## src/rtl/spi_slave_ram_param.sv

```systemverilog
// rtl/spi_slave_ram_param.sv - parametrised SPI slave with command-driven single-port RAM
module spi_slave_ram_param #(
    parameter int DATA_WIDTH = 8,
    parameter int ADDR_WIDTH = 8,
    parameter int MEM_DEPTH  = 256,
    parameter bit AUTO_INC   = 1'b0
) (
    input  logic clk,
    input  logic rst,
    input  logic SS_n,
    input  logic MOSI,
    output logic MISO,
    output logic busy,
    output logic frame_err
);

    localparam int FRAME_W = DATA_WIDTH + 2;
    localparam int CNT_W   = $clog2(FRAME_W + 1);
    localparam logic [CNT_W-1:0]      LAST_IN_BIT = CNT_W'(FRAME_W - 1);
    localparam logic [CNT_W-1:0]      OUT_BITS    = CNT_W'(DATA_WIDTH);
    localparam logic [ADDR_WIDTH-1:0] LAST_ADDR   = ADDR_WIDTH'(MEM_DEPTH - 1);
    localparam logic [ADDR_WIDTH:0]   DEPTH_EXT   = (ADDR_WIDTH + 1)'(MEM_DEPTH);

    typedef enum logic [2:0] {IDLE, SHIFT, EXEC, READ_OUT, DONE} state_t;

    state_t                 state_q, state_d;
    logic [FRAME_W-1:0]     frame_q;
    logic [CNT_W-1:0]       bit_cnt;
    logic [ADDR_WIDTH-1:0]  wr_ptr, rd_ptr;
    logic [DATA_WIDTH-1:0]  mem [MEM_DEPTH];
    logic [DATA_WIDTH-1:0]  rd_word, out_q;

    logic [1:0]             cmd;
    logic [DATA_WIDTH-1:0]  payload;
    logic [ADDR_WIDTH-1:0]  addr;
    logic                   addr_ok;

    logic shift_in, wr_ptr_set, rd_ptr_set, wr_ptr_inc, rd_ptr_inc;
    logic ram_we, rd_fetch, out_load, out_shift, err;

    assign cmd     = frame_q[FRAME_W-1 -: 2];
    assign payload = frame_q[DATA_WIDTH-1:0];
    assign addr    = payload[ADDR_WIDTH-1:0];
    assign addr_ok = {1'b0, addr} < DEPTH_EXT;
    assign busy    = (state_q != IDLE);

    function automatic logic [ADDR_WIDTH-1:0] ptr_next(input logic [ADDR_WIDTH-1:0] p);
        return (p == LAST_ADDR) ? '0 : p + ADDR_WIDTH'(1);
    endfunction

    // State register
    always_ff @(posedge clk) begin
        if (rst) state_q <= IDLE;
        else     state_q <= state_d;
    end

    // Next-state and per-edge control strobes; SS_n high mid-frame aborts
    always_comb begin
        state_d    = state_q;
        shift_in   = 1'b0;
        wr_ptr_set = 1'b0;
        rd_ptr_set = 1'b0;
        wr_ptr_inc = 1'b0;
        rd_ptr_inc = 1'b0;
        ram_we     = 1'b0;
        rd_fetch   = 1'b0;
        out_load   = 1'b0;
        out_shift  = 1'b0;
        err        = 1'b0;
        case (state_q)
            IDLE: begin
                if (!SS_n) begin
                    shift_in = 1'b1;
                    state_d  = SHIFT;
                end
            end
            SHIFT: begin
                if (SS_n) begin
                    err     = 1'b1;
                    state_d = IDLE;
                end else begin
                    shift_in = 1'b1;
                    if (bit_cnt == LAST_IN_BIT) state_d = EXEC;
                end
            end
            EXEC: begin
                if (SS_n) begin
                    err     = 1'b1;
                    state_d = IDLE;
                end else begin
                    state_d = DONE;
                    case (cmd)
                        2'b00: begin
                            if (addr_ok) wr_ptr_set = 1'b1;
                            else         err        = 1'b1;
                        end
                        2'b01: begin
                            ram_we     = 1'b1;
                            wr_ptr_inc = AUTO_INC;
                        end
                        2'b10: begin
                            if (addr_ok) rd_ptr_set = 1'b1;
                            else         err        = 1'b1;
                        end
                        default: begin
                            rd_fetch   = 1'b1;
                            rd_ptr_inc = AUTO_INC;
                            state_d    = READ_OUT;
                        end
                    endcase
                end
            end
            READ_OUT: begin
                if (SS_n) begin
                    err     = 1'b1;
                    state_d = IDLE;
                end else if (bit_cnt == OUT_BITS) begin
                    state_d = DONE;
                end else if (bit_cnt == '0) begin
                    out_load = 1'b1;
                end else begin
                    out_shift = 1'b1;
                end
            end
            DONE: begin
                if (SS_n) state_d = IDLE;
            end
            default: state_d = IDLE;
        endcase
    end

    // Frame capture, bit counting, pointers and MISO; MISO falls to 0 unless shifting
    always_ff @(posedge clk) begin
        if (rst) begin
            frame_q   <= '0;
            bit_cnt   <= '0;
            wr_ptr    <= '0;
            rd_ptr    <= '0;
            out_q     <= '0;
            MISO      <= 1'b0;
            frame_err <= 1'b0;
        end else begin
            frame_err <= err;
            if (shift_in) frame_q <= {frame_q[FRAME_W-2:0], MOSI};

            if (shift_in)
                bit_cnt <= (state_q == IDLE) ? CNT_W'(1) : bit_cnt + CNT_W'(1);
            else if (out_load || out_shift)
                bit_cnt <= bit_cnt + CNT_W'(1);
            else
                bit_cnt <= '0;

            if (wr_ptr_set)      wr_ptr <= addr;
            else if (wr_ptr_inc) wr_ptr <= ptr_next(wr_ptr);
            if (rd_ptr_set)      rd_ptr <= addr;
            else if (rd_ptr_inc) rd_ptr <= ptr_next(rd_ptr);

            if (out_load) begin
                MISO  <= rd_word[DATA_WIDTH-1];
                out_q <= rd_word << 1;
            end else if (out_shift) begin
                MISO  <= out_q[DATA_WIDTH-1];
                out_q <= out_q << 1;
            end else begin
                MISO  <= 1'b0;
            end
        end
    end

    // RAM array is never reset; writes are suppressed on a reset edge
    always_ff @(posedge clk) begin
        if (!rst && ram_we)   mem[wr_ptr] <= payload;
        if (!rst && rd_fetch) rd_word     <= mem[rd_ptr];
    end

endmodule

```

## config.mk

```make
export PLATFORM = sky130hd
export DESIGN_NAME = spi_slave_ram_param
export DESIGN_NICKNAME = d
export VERILOG_FILES = /design/src/rtl/spi_slave_ram_param.sv
export SDC_FILE = /design/constraint.sdc
export NUM_CORES = 2
export LEC_CHECK = 0
export CORE_UTILIZATION = 57
export CTS_CLUSTER_DIAMETER = 50
export DETAILED_ROUTE_END_ITERATION = 12
export GPL_TIMING_DRIVEN = 0
export PLACE_DENSITY_LB_ADDON = 0.08
export SLEW_MARGIN = 25
export SYNTH_ARGS = -nofsm -noshare
export SYNTH_HDL_FRONTEND = slang
export SYNTH_SLANG_ARGS = --single-unit
```

## constraint.sdc

```tcl
create_clock -name clk -period 4.22 [get_ports clk]
set_clock_uncertainty 0.2 [all_clocks]
set_input_delay 0.844 -clock clk [delete_from_list [all_inputs] [get_ports clk]]
set_output_delay 0.844 -clock clk [all_outputs]
set_load 0.01 [all_outputs]
```

==> reports/qor.yml <==
status:
  status: "finished, violations left"
  violations: "negative setup slack"
global_routing:
  track_usage_pct: 35.4
  grt_pass1_wl_mm: 344
  grt_max_degree: 77
  grt_antenna_before_repair: 17
  grt_overflow_total: 0
  grt_pass1_vias: 41700
placed_design:
  post-dp-hpwl_mm: 172
  dp_cells: 5821
  dp_slack_ns: -1.22
  gp_congestion: 0.991
  portBuffers: 5
  placed_area_mm2: 0.0850
cts:
  htree_levels: 4
  clkTransAtPathRegs_ns: 0.06
  root_buffer: "clkbuf_16"
  cts_hold_buf: 0
  cts_tree: "built"
  numClockSinks: 2098
  cts_buffer_depth: 3
  cts_buffers: 210
  insertion_delay_ns: 0.86
timing:
  setup_viol: 216
  finalHoldViolCount: 0
  grt_setup_unrepaired: "yes"
  drv_slew: 0
  clock.fmax_mhz: 227
  min_period_ns: 4.41
  worst_pin_slew_ns: 1.19
  relSlewSlack_pct: 20.7
  worst_slack_ns: -0.188
  min_period_over_period_pct: 104
setup_path:
  critPathMaxFanout: 11
  cpMostUsedCell: "buf_2"
  r2r_setup_slack_ns: -0.19
  path_cells: "buf_2 -> buf_2 -> buf_4 -> clkbuf_4 -> buf_2 -> a211oi_4 -> a211oi_2 -> nor4_2"
  critical-path-top-delay-family: "buffers and inverters"
  crit_type: "reg -> reg"
  critical_path_buf_inv_count: 5
  cp.required_ns: 4.57
  slowest_delay_ns: 0.71
  crit_slowest_cell: "a211oi_2"
  crit_arrival_ns: 4.75
  crit_path_end_kind: "flip-flop"
  crit_path_start_kind: "flip-flop"
finish:
  layoutNonFillerInstCount: 6215
  utilization_pct: 65.2
  syn2layout_area_growth_pct: 13.3
  design_area_mm2: 0.0924
  drive_gt1_share_pct: 27.1
  layout_common_cells: "2056 x edfxtp_1, 479 x mux4_2, 233 x nor2_1, 220 x clkbuf_16, 151 x mux2i_1"
  layout.nets: 4152
  layout_commonest_cell: "edfxtp_1"
synthesis:
  synth_seq_cells: 2098
  synth_top_cell_area_share_pct: 75.7
  ys_types: 73
  synth_cells: 3892
  yosysSeqAreaShare_pct: 76.7
  synth_area_leader_cell: "edfxtp_1"
  yosys_warnings: 0
  syn_avg_cell_area_um2: 21.0
  netlist_area_mm2: 0.0816
  syn_nets: 3899
  netlist_top_cells_area: "edfxtp_1 76%, mux4_2 13%, mux2i_1 1.9%, nor2_1 1.5%, dfxtp_1 1.0%"
  ys_async_sr_fraction_pct: 0
  synth_edf_count: 2056
  synth_ff_type: "edfxtp_1"
drt:
  viasPerCell: 6.98
  wire_per_inst_um: 40.9
  drc_errors: 0
  drt-initial-drc-count: 6917
  ant_nets: 0
  drt_first_pass_iters: 6
  routed_wl_mm: 254
  vias: 43400
floorplanning:
  die_h_um: 380
  rows: 138
  die-area_mm2: 0.145
  die_x_um: 380
  coreArea_mm2: 0.142
  ios: 7
  initial_core_util_pct: 57.6
pwr:
  powerDensity_mw_per_mm2: 447
  ir_worst_vdd_v: 0.000393
  p_leak_uw: 0.0276
flow_run:
  cap_violations: 0
hold_path:
  hold_path.class: "reg -> reg"
[flip-flops by register name, summed over array words and instances (netlist names)]
name	flops
mem	2048
wr_ptr	8
frame_err	1
rd_ptr	8
MISO	1
state_q	3
bit_cnt	4
frame_q	10
out_q	7
rd_word	8
[layout make-up]
class,count,area (um2)
well taps,1890,2360
clock buffers,269,5720
inverters,10,37.5
flip-flops and latches,2098,62600
repair buffers,42,945
multi-input cells,1554,18100
diodes,14,35.0
fillers,9294,49300
clock inverters,109,1020
plain buffers,229,1570
[path summary, 6_finish.rpt]
path / cells after the start / to / from
min reg2reg: 2 / out_q[2]$_SDFFE_PP0P_ / out_q[1]$_SDFFE_PP0P_
max reg2reg: 8 / rd_word[7]$_DFFE_PP_ / rd_ptr[2]$_SDFFE_PP0P_
min: 2 / out_q[2]$_SDFFE_PP0P_ / out_q[1]$_SDFFE_PP0P_
max: 8 / rd_word[7]$_DFFE_PP_ / rd_ptr[2]$_SDFFE_PP0P_
[through the flow]
| step | total power [uW] | setup TNS [ns] | hold slack (ns) |
|---|---|---|---|
| 4_1_cts | 41300 | -3.69 | 0.282 |
| 6_report | 41300 | -21.61 | 0.281 |
| 3_5_place_dp | 23200 | -1365.11 | 0.274 |
| 2_1_floorplan | 23100 | 0 | 0.259 |
| 3_3_place_gp | 23200 | -2563.93 | 0.270 |
| 5_1_grt | 42000 | -30.09 | 0.311 |
[cells in the mapped netlist, types with 7 or more instances]
master,count
mux2_2,19
edfxtp_1,2056
o21ai_0,19
nor2_1,335
inv_1,8
nor4_1,10
a31oi_1,13
nor3_1,21
buf_4,20
a221oi_1,29
dfxtp_1,42
nor2b_1,31
a21oi_1,48
buf_1,11
o221ai_1,38
mux2i_1,151
o22ai_1,43
mux4_2,479
nand3_1,12
a22oi_1,32
clkbuf_1,90
a2bb2oi_1,7
buf_6,35
a211oi_1,43
o31a_1,7
buf_2,63
a22o_1,26
nand2b_1,10
nand2_1,91
[report_power, final]
part	leakage (uW)	internal, uW	switching, uW	total, uW
Clock	0.00327	10600	7940	18500
Sequential	0.0189	22600	16.1	22600
Combinational	0.00543	38.2	118	156
[cell families after synthesis]
logic type | synth area share (%)
compound gates | 3.09
xor+xnor | 0.0215
fa+ha+maj | 0.0460
buf+inv | 1.80
flops | 76.7
mux | 15.3
simple gates | 3.01
[tightest hold or removal path: cells and delay by family, from the launching register on]
family          cells  cell delay, ns
flops               1            0.31
compound gates      1            0.08
simple gates        1            0.05
[per-layer routing]
layer / up-vias / wire [um] / track usage, %
met1: 22900 / 92700 / 48.9
li1: 16700 / - / -
met2: 3099 / 114000 / 51.5
met3: 623 / 33400 / 10.9
met5: - / 110 / 0
met4: 10 / 14600 / 18.1
[timing repair]
action,in CTS,in global routing
setup buffers,2,0
resized for setup,124,78
endpoints found under the setup margin,599,942
Note: power is estimated with default switching activity, not from simulation.
